[src/rtl/prog_run_sequencer.sv]
// Launches the integer square-root program on the CPU: loads the operand into data memory,
// starts the CPU, waits for Ack or a timeout, then reads the result back from data memory.
module prog_run_sequencer #(
    parameter logic [7:0] ADDR_HI      = 8'd16,
    parameter logic [7:0] ADDR_LO      = 8'd17,
    parameter logic [7:0] ADDR_RES     = 8'd18,
    parameter int         START_CYCLES = 2,
    parameter int         TIMEOUT      = 65535
) (
    input  logic        Clk,
    input  logic        Reset,
    input  logic        Req,
    input  logic [15:0] Operand,
    output logic        Busy,
    output logic        Done,
    output logic [7:0]  Result,
    output logic        TimedOut,
    output logic        CpuStart,
    input  logic        CpuAck,
    output logic        MemSel,
    output logic [7:0]  MemAddr,
    output logic [7:0]  MemWrData,
    output logic        MemWrEn,
    input  logic [7:0]  MemRdData
);

    localparam logic [2:0] IDLE    = 3'd0;
    localparam logic [2:0] WR_HI   = 3'd1;
    localparam logic [2:0] WR_LO   = 3'd2;
    localparam logic [2:0] START   = 3'd3;
    localparam logic [2:0] RUN     = 3'd4;
    localparam logic [2:0] RD_ADDR = 3'd5;
    localparam logic [2:0] RD_CAP  = 3'd6;
    localparam logic [2:0] DONE    = 3'd7;

    localparam int START_W = (START_CYCLES > 1) ? $clog2(START_CYCLES) : 1;
    localparam int RUN_W   = $clog2(TIMEOUT + 1);

    logic [2:0]         state_reg, state_next;
    logic [15:0]        op_reg, op_next;
    logic [START_W-1:0] start_cnt_reg, start_cnt_next;
    logic [RUN_W-1:0]   run_cnt_reg, run_cnt_next;
    logic [7:0]         result_next;
    logic               timed_out_next;
    logic [7:0]         mem_addr_next;
    logic [7:0]         mem_wr_data_next;

    always_comb begin
        state_next     = state_reg;
        op_next        = op_reg;
        start_cnt_next = start_cnt_reg;
        run_cnt_next   = run_cnt_reg;
        result_next    = Result;
        timed_out_next = TimedOut;
        case (state_reg)
            IDLE: begin
                if (Req) begin
                    op_next        = Operand;
                    timed_out_next = 1'b0;
                    start_cnt_next = '0;
                    run_cnt_next   = '0;
                    if (Operand == 16'd0) begin
                        state_next  = DONE;
                        result_next = 8'd0;
                    end else begin
                        state_next = WR_HI;
                    end
                end
            end
            WR_HI: state_next = WR_LO;
            WR_LO: begin
                state_next     = START;
                start_cnt_next = '0;
            end
            START: begin
                if (start_cnt_reg == START_W'(START_CYCLES - 1)) begin
                    state_next   = RUN;
                    run_cnt_next = '0;
                end else begin
                    start_cnt_next = start_cnt_reg + 1'b1;
                end
            end
            RUN: begin
                // First RUN cycle has run_cnt_reg==0; an Ack seen there is left over from the last run.
                if (CpuAck && run_cnt_reg != '0) begin
                    state_next = RD_ADDR;
                end else if (run_cnt_reg == RUN_W'(TIMEOUT - 1)) begin
                    state_next     = DONE;
                    timed_out_next = 1'b1;
                    result_next    = 8'd0;
                    run_cnt_next   = RUN_W'(TIMEOUT);
                end else begin
                    run_cnt_next = run_cnt_reg + 1'b1;
                end
            end
            RD_ADDR: state_next = RD_CAP;
            RD_CAP: begin
                state_next  = DONE;
                result_next = MemRdData;
            end
            DONE:    state_next = IDLE;
            default: state_next = IDLE;
        endcase

        mem_addr_next    = 8'd0;
        mem_wr_data_next = 8'd0;
        case (state_next)
            WR_HI: begin
                mem_addr_next    = ADDR_HI;
                mem_wr_data_next = op_next[15:8];
            end
            WR_LO: begin
                mem_addr_next    = ADDR_LO;
                mem_wr_data_next = op_next[7:0];
            end
            RD_ADDR, RD_CAP: mem_addr_next = ADDR_RES;
            default: ;
        endcase
    end

    // Outputs are decoded from the next state so they line up with the state they describe.
    always_ff @(posedge Clk or negedge Reset) begin
        if (!Reset) begin
            state_reg     <= IDLE;
            op_reg        <= 16'd0;
            start_cnt_reg <= '0;
            run_cnt_reg   <= '0;
            Busy          <= 1'b0;
            Done          <= 1'b0;
            Result        <= 8'd0;
            TimedOut      <= 1'b0;
            CpuStart      <= 1'b0;
            MemSel        <= 1'b1;
            MemAddr       <= 8'd0;
            MemWrData     <= 8'd0;
            MemWrEn       <= 1'b0;
        end else begin
            state_reg     <= state_next;
            op_reg        <= op_next;
            start_cnt_reg <= start_cnt_next;
            run_cnt_reg   <= run_cnt_next;
            Busy          <= (state_next != IDLE);
            Done          <= (state_next == DONE);
            Result        <= result_next;
            TimedOut      <= timed_out_next;
            CpuStart      <= (state_next == START);
            MemSel        <= !((state_next == START) || (state_next == RUN));
            MemAddr       <= mem_addr_next;
            MemWrData     <= mem_wr_data_next;
            MemWrEn       <= (state_next == WR_HI) || (state_next == WR_LO);
        end
    end

endmodule

[config.mk]
export PLATFORM = sky130hd
export DESIGN_NAME = prog_run_sequencer
export DESIGN_NICKNAME = d
export VERILOG_FILES = /design/src/rtl/prog_run_sequencer.sv
export SDC_FILE = /design/constraint.sdc
export NUM_CORES = 1
export LEC_CHECK = 0
export ABC_AREA = 1
export CAP_MARGIN = 20
export CORE_UTILIZATION = 57
export CTS_CLUSTER_DIAMETER = 80
export CTS_CLUSTER_SIZE = 16
export DETAILED_ROUTE_END_ITERATION = 6
export GPL_ROUTABILITY_DRIVEN = 0
export PLACE_DENSITY = 0.87
export SLEW_MARGIN = 20
export SYNTH_ARGS = -nofsm -noshare
export SYNTH_HDL_FRONTEND = slang
export SYNTH_SLANG_ARGS = --single-unit
[constraint.sdc]
create_clock -name Clk -period 4.9 [get_ports Clk]
set_clock_uncertainty 0.2 [all_clocks]
set_input_delay 0.98 -clock Clk [delete_from_list [all_inputs] [get_ports Clk]]
set_output_delay 0.98 -clock Clk [all_outputs]
set_load 0.02 [all_outputs]
==> results of run 1 <==
[cells in the mapped netlist (all sizes together)]
| cell | count |
|---|---|
| inv | 37 |
| nor2 | 47 |
| buf | 12 |
| clkbuf | 3 |
| a21oi | 3 |
| dfstp | 1 |
| dfrtp | 60 |
| nand3 | 33 |
| nand2 | 142 |
| ha | 7 |
| conb | 1 |
| nand4 | 3 |
| nand3b | 1 |
| xor2 | 7 |
| a21o | 1 |
| o21ai | 43 |
| and3 | 1 |
| nor3 | 4 |
[metal layers]
metal	wire, µm	global-route usage, %	vias up
li1	-	-	1378
met4	170	10.8	0
met1	3170	34.7	1352
met5	0	0	-
met2	3630	45.0	126
met3	484	6.19	17
[stage by stage]
stage	instance area (µm²)	worst slack, ns	utilization, %
final	3960	1.90	75.2
after floorplan	3230	2.48	-
after detailed placement	3730	1.63	70.8
after global placement	3730	1.74	70.8
after CTS	3960	1.93	75.2
after global routing	3960	1.74	75.2
[cell type report]
cell class | instances | area share (%)
Sequential cell | 61 | 38.6
Multi-Input combinational cell | 297 | 36.7
Clock buffer | 11 | 3.32
Inverter | 37 | 3.51
Timing Repair Buffer | 53 | 13.2
Clock inverter | 5 | 2.53
Tap cell | 70 | 2.21
[report_power, final]
| group | switching [W] | total [W] | internal [W] |
|---|---|---|---|
| combinational | 0.000705 | 0.00105 | 0.000345 |
| sequential | 0.0000771 | 0.000735 | 0.000658 |
| clock | 0.000194 | 0.000531 | 0.000337 |
[cell usage in the layout, fill, tap and decap left out, types with 5 or more instances in the layout]
cell type,count
clkbuf_8,9
o21ai_0,29
nor2_2,6
inv_2,9
inv_1,28
o21ai_1,14
conb_1,5
ha_1,7
nand3_1,31
dfrtp_1,60
nand2_1,136
xor2_1,7
clkdlybuf4s50_1,51
nor2_4,5
nor2_1,36
[worst max-delay path: stages]
cell and delay [ns]:
clkdlybuf4s50_1 0.48, a21oi_4 0.44, nand2_1 0.16, a21oi_2 0.23
ha_1 0.43, o21ai_0 0.18, nor2_1 0.16
[kinds of logic (layout without fill, tap and decap cells)]
kind of cell / after synthesis / in the layout
AO/OA/AOI/OAI: 47 / 47
AND/OR/NAND/NOR: 231 / 231
flip-flops: 61 / 61
buffers and inverters: 52 / 106
XOR/XNOR: 7 / 7
other: 1 / 5
adder cells (fa/ha/maj): 7 / 7
[path summary, 6_finish.rpt]
check	endpoint	slack, ns	cells past startpoint
worst max register to register	MemAddr[1]	1.99	11
worst max-delay path	MemAddr[1]	1.90	7
worst min-delay path	Result[5]	0.28	2
worst min register to register	Result[5]	0.28	2
max in group asynchronous	run_cnt_reg[5]	3.41	2
min in group asynchronous	run_cnt_reg[14]	0.59	2
==> summary.md, run 1 <==
| Metric | Value |
|---|---|
| CP arrival | between 3 and 4 ns |
| Number of synthesized register bits | 61 |
| Fin. Hold Viols | 0 |
| H-tree depth | 3 |
| Core footprint | between 5000 and 6000 µm² |
| Fmax | 333 MHz |
| Adder-cell share of the synthesized area | between 2 and 3% |
| Worst-Margin Slew | about 0.75 ns |
| Total power | ~0.0023 W |
| Synth Area per Inst | about 7.9 µm² |
| Worst Setup Path Type | input pin to register |
| Critical path origin | CpuAck |
| Seq/Total Area, Yosys | 47.5% |
| Number of diodes | 0 |
| Cts repair resizes | 0 |
| Placement Rows | 26 |
| GRT Total Usage | between 20% and 30% |
| Fillers | 392 |
| Setup Buffers After CTS | 0 |
| DIE HEIGHT | 77.1 µm |
| Vias | 2,873 |
| Vias/cell | about 5.4 |
| Final setup vio count | 0 |
| Max FO, Critical Path | 17 |
| Mux share of post-synthesis cell area | 0% |
| Full die area | 5950 µm² |
| Synthesis Warnings | 0 |
| CTS tree | yes |
| Post-Layout Cell Count | 534 |
| DP HPWL | 5050 µm |
| Synth Cell Area | between 3000 and 4000 µm² |
| CTS buffer count | 9 |
| PwrDens | slightly below 600 nW/µm² |
| Post-CTS Hold Buffers | 0 |
| Fraction of layout cells with a size suffix above 1 | roughly 10% |
| Vias in the first global route | between 2,000 and 3,000 |
| Post-synth top area cell | dfrtp_1 |
| Later-pin clock latency in the skew report | about 0.34 ns |
| DRT iter0 DRCs | about 290 |
| Global-route wire length before repair | around 13,000 µm |
| Startpoint Class | input pin |
| Residual DRC | 0 |
| Top-Level Pins | slightly below 60 |
| Clock transition at path regs | around 0.07 ns |
| Hold_ws | 0.275 ns |
| Clock root buffer | clkbuf_8 |
| RSZ-0062 raised after global routing | false |
| Die X-Extent | 77.1 µm |
| Largest net degree at the start of global routing | 62 |
| Critical Path End Type | register |
| Status | finished, final reports clean |
| Pleak | around 2 nW |
| FF/Latch Area | roughly 1500 µm² |
| Worst r2r src | run_cnt_reg[0] |
| P&R area growth vs syn | 23.1% |
| DR pass1 iterations | 6 |
| Number of max-cap violations | 0 |
| Layout Nets | between 400 and 500 |
| Placed Instances | ~520 |
| Area share of and/or/nand/nor cells after synthesis | between 30 and 40% |
| WL final | 7450 µm |
| Slew HR | between 40% and 50% |
| Gate Count Post-Synth | 406 |
| Post-DRT Antenna Nets | 0 |
| Critical Path RT | between 4 and 5 ns |
| Max-slew violation count | 0 |
| WL/cell | between 10 and 15 µm |
| Post-synthesis xor/xnor area fraction | between 1.5 and 2% |
| Initial antenna violation count | 0 |
| Hold path startpoint | Result[5] |
| Share of the synthesized area in the top cell type | a little under half |
| Yosys cell types | 31 |
| Clock sinks | 61 |
| Initial Utilization | 61.1% |
| Final min period | about 3.0 ns |
| Largest family of logic cells by synthesized area | simple AND/OR/NAND/NOR gates |
| Multi-input logic area | roughly 1500 µm² |
| Bufs on Longest Clock Path | 2 |
| Port Buffers | 52 |
| Maximum vdd ir drop | 0.339 mV |
| Hold WC Path Type | register to register |
| Area contributors post-synth | dfrtp_1 (47%), nand2_1 (16%), nand3_1 (4.8%), o21ai_0 (4.5%), nor2_1 (4.2%) |
| Compound-gate portion of the synthesized area | under 10% |
| Aggregate global routing overflow | 0 |
| Final setup TNS | 0 ns |
| Crit share post-route | about three fifths |
Power figures use the tool's default switching activity.
==> inputs of run 2 (changes only) <==
- CORE_UTILIZATION: 57 -> 47
- PLACE_DENSITY: 0.87 -> 0.77
- clock period: 4.9 -> 2.5 ns (I/O delays scaled with it)
==> summary.md, run 2 (synthesis gave the netlist of run 1 again) <==
| Metric | Value |
|---|---|
| Status | complete, but fails checks |
| Failing checks | DRC |
| Critical Path End Type | register |
| Multi-input logic area | 1460 µm² (+0.17%) |
| Worst Setup Path Type | register to register |
| CTS buffer count | 9 (unchanged) |
| Final min period | between 2 and 2.5 ns |
| DR pass1 iterations | 7 (+1) |
| RSZ-0062 raised after global routing | false |
| Critical Path RT | 2.52 ns (-2.43 ns) |
| Fmax | between 400 and 500 MHz |
| Maximum vdd ir drop | 0.476 mV (+40%) |
| FF/Latch Area | 1530 µm² (unchanged) |
| Global-route wire length before repair | 12,100 µm (-3.4%) |
| Crit share post-route | around 93% |
| Vias | 2,791 (-2.9%) |
| Final setup TNS | 0 ns (unchanged) |
| Final setup vio count | 0 (unchanged) |
| Die X-Extent | 84.7 µm (+9.9%) |
| Number of max-cap violations | 0 (unchanged) |
| Pre-CTS setup slack | 0.0552 ns (-1.58 ns) |
| Layout Nets | 501 (+1.4%) |
| CP arrival | 2.35 ns (-0.71 ns) |
| Full die area | 7180 µm² (+21%) |
| Core footprint | 6490 µm² (+23%) |
| Vias in the first global route | 2,744 (-1.4%) |
| Logic pwr share | 45.7% (+0.4 points) |
| Seq pwr share | 31.3% (-0.4 points) |
| Most frequent cells in the layout | nand2_1 (136), dfrtp_1 (60), clkdlybuf4s50_1 (51), nor2_1 (36), nand3_1 (31) |
| Commonest non-fill, non-tap cell in the layout | nand2_1 |
| Slew HR | 67.1% (+17 points) |
| Fraction of layout cells with a size suffix above 1 | 11.9% (+1.5 points) |
| Number of diodes | 0 (unchanged) |
| Max-slew violation count | 0 (unchanged) |
| Setup Buffers After CTS | 0 (unchanged) |
| Clock root buffer | clkbuf_8 |
| Fin. Hold Viols | 0 (unchanged) |
| CTS tree | yes |
| Hold WC Path Type | register to register |
| P&R area growth vs syn | 25.8% |
| Vias/cell | 5.09 (-5.3%) |
| WL final | 7190 µm (-3.4%) |
| Internal power | 0.00269 W (+100%) |
| Clk pwr share | 23.0% (about the same) |
| Switching Power | 0.00190 W (+95%) |
| Later-pin clock latency in the skew report | 0.34 ns (about the same) |
| DRT iter0 DRCs | 134 (-54%) |
| Clock transition at path regs | 0.07 ns (about the same) |
| Clock sinks | 61 (unchanged) |
| Fillers | 593 (+51%) |
| Placement Rows | 29 (+12%) |
| Aggregate global routing overflow | 0 (unchanged) |
| Largest net degree at the start of global routing | 62 (unchanged) |
| GRT Total Usage | 21.9% (-5.4 points) |
| Worst-Margin Slew | 0.490 ns (-0.262 ns) |
| PwrDens | 1130 nW/µm² (+94%) |
| Initial antenna violation count | 0 (unchanged) |
| Max FO, Critical Path | 10 (-7) |
| H-tree depth | 3 (unchanged) |
| WL/cell | 13.1 µm (-5.9%) |
| Setup ws final | 0.171 ns (-1.73 ns) |
| Startpoint Class | register |
| Top-Level Pins | 58 (unchanged) |
| Pleak | 2.00 nW (+1.9%) |
| DP HPWL | 5150 µm (+1.9%) |
| Post-DRT Antenna Nets | 0 (unchanged) |
| Residual DRC | 5 (+5) |
| Bufs on Longest Clock Path | 2 (unchanged) |
| Port Buffers | 52 (unchanged) |
| DIE HEIGHT | 84.7 µm (+9.9%) |
| Sw Ratio | 41.4% (-0.75 points) |
| Initial Utilization | 49.5% (-12 points) |
==> run 2: worst max-delay path: stages, from the launching register on <==
cell	delay (ns)
dfrtp_1	0.41
inv_1	0.12
ha_1	0.19
inv_1	0.05
nor2_1	0.09
nand2_1	0.09
nor2_4	0.13
inv_2	0.09
nand2_1	0.06
nand2_1	0.09
nand2_1	0.07
nand3_1	0.10
ha_2	0.28
o21ai_0	0.17
nor2_1	0.07
==> run 2: final cells by class <==
class | instances | area share (%)
tap | 77 | 2.38
multi-input combinational | 297 | 36.0
clock buffer | 10 | 3.15
timing repair buffer | 60 | 14.6
sequential | 61 | 37.7
clock inverter | 6 | 2.75
inverter | 37 | 3.43
==> run 2: repair_timing <==
action	in CTS	in global routing
hold buffers	1	0
resized for setup	0	1
endpoints found under the hold margin	60	0
endpoints found under the setup margin	0	6
==> run 2: power by group through the flow <==
stage	Sequential, W	Combinational, W	Clock [W]
2_1_floorplan	0.00155	0.00137	0
3_3_place_gp	0.00144	0.00201	0
3_5_place_dp	0.00145	0.00209	0
4_1_cts	0.00143	0.00210	0.00107
5_1_grt	0.00147	0.00232	0.00112
6_report	0.00144	0.00210	0.00106
==> run 2: path summary, 6_finish.rpt <==
| path | start | slack [ns] | endpoint | depth (start not counted) |
|---|---|---|---|---|
| worst min register to register | Result[5] | 0.27 | Result[5] | 2 |
| worst max-delay path | run_cnt_reg[0] | 0.17 | MemAddr[1] | 14 |
| worst max register to register | run_cnt_reg[0] | 0.17 | MemAddr[1] | 14 |
| min in group asynchronous | Reset | 0.48 | run_cnt_reg[12] | 3 |
| max in group asynchronous | Reset | 1.30 | MemSel | 3 |
| worst min-delay path | Result[5] | 0.27 | Result[5] | 2 |
==> run 2: metal layers <==
| layer | up-vias | part of all wire [%] | GRT usage, % |
|---|---|---|---|
| met5 | - | 0 | 0 |
| met4 | 0 | 1.1 | 9.40 |
| met3 | 9 | 5.8 | 6.10 |
| met2 | 88 | 48 | 35.7 |
| met1 | 1304 | 45 | 27.5 |
| li1 | 1390 | - | - |
==> run 2: stage by stage <==
stage	total power [W]	cell area [µm²]	cells	hold WS, ns	util [%]
finish	0.00459	4050	548	0.272	62.3
global route	0.00491	4050	548	0.296	62.3
CTS	0.00460	4050	548	0.275	62.3
detailed placement	0.00354	3800	531	0.258	58.4
global placement	0.00345	3800	531	0.253	58.4
floorplan	0.00292	3230	410	0.00441	-
==> inputs of run 3 (changes only) <==
- CORE_UTILIZATION: 47 -> 57
- DONT_BUFFER_PORTS: not set -> 1
- PLACE_DENSITY: 0.77 -> 0.76
==> summary.md, run 3 (synthesis gave the netlist of run 1 again) <==
| Metric | Value |
|---|---|
| Final setup TNS | 0 ns (unchanged) |
| Hold_ws | 0.0816 ns (-0.190 ns) |
| Met2 Use GR | 43.2% (+7.5 points) |
| Commonest non-fill, non-tap cell in the layout | nand2_1 |
| FF/Latch Area | 1530 µm² (unchanged) |
| WL/cell | 13.8 µm (+5.4%) |
| P&R area growth vs syn | 8.48% |
| Clock root buffer | clkbuf_8 |
| Fin. Hold Viols | 0 (unchanged) |
| Switching Power | 0.00186 W (-2.1%) |
| DRT iter0 DRCs | 134 (unchanged) |
| Logic pwr share | 40.9% (-4.8 points) |
| Hold path startpoint | MemRdData[5] |
| H-tree depth | 3 (unchanged) |
| Global-route wire length before repair | 11,800 µm (-3.0%) |
| Pleak | 1.77 nW (-11%) |
| CTS buffer count | 9 (unchanged) |
| Number of diodes | 0 (unchanged) |
| Fmax | 441 MHz (+2.6%) |
| Bufs on Longest Clock Path | 2 (unchanged) |
| Crit share post-route | 90.8% (-2.3 points) |
| Sw Ratio | 44.8% (+3.4 points) |
| FF-to-FF setup slack | 0.23 ns (+0.06 ns) |
| Full die area | 5950 µm² (-17%) |
| Hold WC Path Type | input pin to register |
| CP arrival | 2.33 ns (-0.02 ns) |
| Port Buffers | 0 (-100%) |
| Worst r2r src | run_cnt_reg[0] |
| Top-Level Pins | 58 (unchanged) |
| Multi-input logic area | 1480 µm² (+1.5%) |
| Setup Buffers After CTS | 0 (unchanged) |
| Design Area, Final | 3490 µm² (-14%) |
| Status | finished, final reports clean |
| Core footprint | 5270 µm² (-19%) |
| DIE HEIGHT | 77.1 µm (-9.0%) |
| Die X-Extent | 77.1 µm (-9.0%) |
| Vias in the first global route | 2,634 (-4.0%) |
| Maximum vdd ir drop | 1.16 mV (+140%) |
| DP Area | 3230 µm² (-15%) |
| Hold Path Cell Cnt | 2 (unchanged) |
| Final setup vio count | 0 (unchanged) |
| Fraction of layout cells with a size suffix above 1 | 13.0% (+1.1 points) |
| DR pass1 iterations | 5 (-2) |
| Slew HR | 65.6% (-1.5 points) |
| Later-pin clock latency in the skew report | 0.34 ns (about the same) |
| CTS tree | yes |
| WL final | 6730 µm (-6.5%) |
| GRT Total Usage | 25.4% (+3.5 points) |
| Worst R2R End | MemAddr[1] |
| Clock sinks | 61 (unchanged) |
| Clock transition at path regs | 0.07 ns (about the same) |
| Placement Rows | 26 (-10%) |
| Critical Path RT | 2.56 ns (+0.04 ns) |
| DP HPWL | 4610 µm (-10%) |
| Layout Nets | 446 (-11%) |
| RSZ-0062 raised after global routing | false |
| Largest net degree at the start of global routing | 62 (unchanged) |
| Max FO, Critical Path | 7 (-3) |
| GR Layer Usage met1 | 30.2% (+2.7 points) |
| Most frequent cells in the layout | nand2_1 (136), dfrtp_1 (60), nor2_1 (36), nand3_1 (31), o21ai_0 (29) |
| Final min period | 2.27 ns (-0.0585 ns) |
| Initial antenna violation count | 0 (unchanged) |
| Worst Reg-to-Reg Cells | 14 (unchanged) |
| Vias | 2,595 (-7.0%) |
| Gr busiest metal | met2 |
| Critical Path End Type | register |
| Vias/cell | 5.34 (+4.8%) |
| Met3 Use GR | 6.31% (+0.21 points) |
| PwrDens | 1190 nW/µm² (+4.8%) |
| Internal power | 0.00229 W (-15%) |
| Startpoint Class | register |
| Pre-CTS setup slack | 0.0501 ns (-0.00512 ns) |
| Post-DRT Antenna Nets | 0 (unchanged) |
| Number of max-cap violations | 0 (unchanged) |
| Worst-Margin Slew | 0.515 ns (+0.0253 ns) |
| Worst Setup Path Type | register to register |
| Worst hold endpoint | Result[5] |
| Residual DRC | 0 (-5) |
| Initial Utilization | 61.1% (+12 points) |
| Aggregate global routing overflow | 0 (unchanged) |
| Setup ws final | 0.230 ns (+0.0585 ns) |
| Clk pwr share | 21.0% (-2.0 points) |
| Fillers | 475 (-20%) |
| Seq pwr share | 38.1% (+6.8 points) |
| Max-slew violation count | 0 (unchanged) |
-- run 3: critical path: stages (launching register included) --
cell	delay (ns)
dfrtp_1	0.40
inv_1	0.13
ha_1	0.18
inv_1	0.04
nor2_1	0.09
nand2_1	0.09
nor2_4	0.12
inv_2	0.08
nand2_1	0.06
nand2_1	0.07
a21oi_2	0.23
ha_4	0.23
inv_1	0.06
o21ai_0	0.08
nor2_1	0.11
-- run 3: layer usage --
layer / share of wire, % / vias to the layer above / wire (µm)
li1: - / 1282 / -
met4: 0.94 / 0 / 63
met2: 51 / 72 / 3410
met1: 43 / 1234 / 2860
met5: 0 / - / 0
met3: 5.8 / 7 / 388
-- run 3: area by class of cell --
cell class	count	share of cell area [%]
tap	70	2.51
inverter	37	3.98
timing repair buffer	5	1.72
clock buffer	9	3.55
multi-input combinational	297	42.3
sequential	61	43.8
clock inverter	7	2.15
-- run 3: worst max-delay path by stage --
| stage | startpoint | to | cells past startpoint |
|---|---|---|---|
| floorplan | run_cnt_reg[0] | MemAddr[1] | 15 |
| finish | run_cnt_reg[0] | MemAddr[1] | 14 |
| global route | run_cnt_reg[0] | MemAddr[1] | 14 |
| CTS | run_cnt_reg[0] | MemAddr[1] | 13 |
| global placement | run_cnt_reg[0] | MemAddr[1] | 13 |
| detailed placement | run_cnt_reg[0] | MemAddr[1] | 13 |
-- run 3: timing repair --
action,in CTS,in global routing
endpoints found under the setup margin,0,11
resized for setup,0,4
hold buffers,2,0
endpoints found under the hold margin,61,0
-- run 3: stage by stage --
stage / power, W / instances / utilization, %
after floorplan: 0.00292 / 410 / -
after CTS: 0.00409 / 486 / 65.8
after global routing: 0.00450 / 486 / 66.2
final: 0.00415 / 486 / 66.2
after detailed placement: 0.00318 / 468 / 61.3
after global placement: 0.00312 / 468 / 61.3
-- run 3: power by group through the flow --
| stage | Combinational (W) | Sequential, W | Clock (W) |
|---|---|---|---|
| 2_1_floorplan | 0.00137 | 0.00155 | 0 |
| 3_3_place_gp | 0.00153 | 0.00159 | 0 |
| 3_5_place_dp | 0.00158 | 0.00160 | 0 |
| 4_1_cts | 0.00161 | 0.00158 | 0.000895 |
| 5_1_grt | 0.00196 | 0.00161 | 0.000928 |
| 6_report | 0.00170 | 0.00158 | 0.000872 |
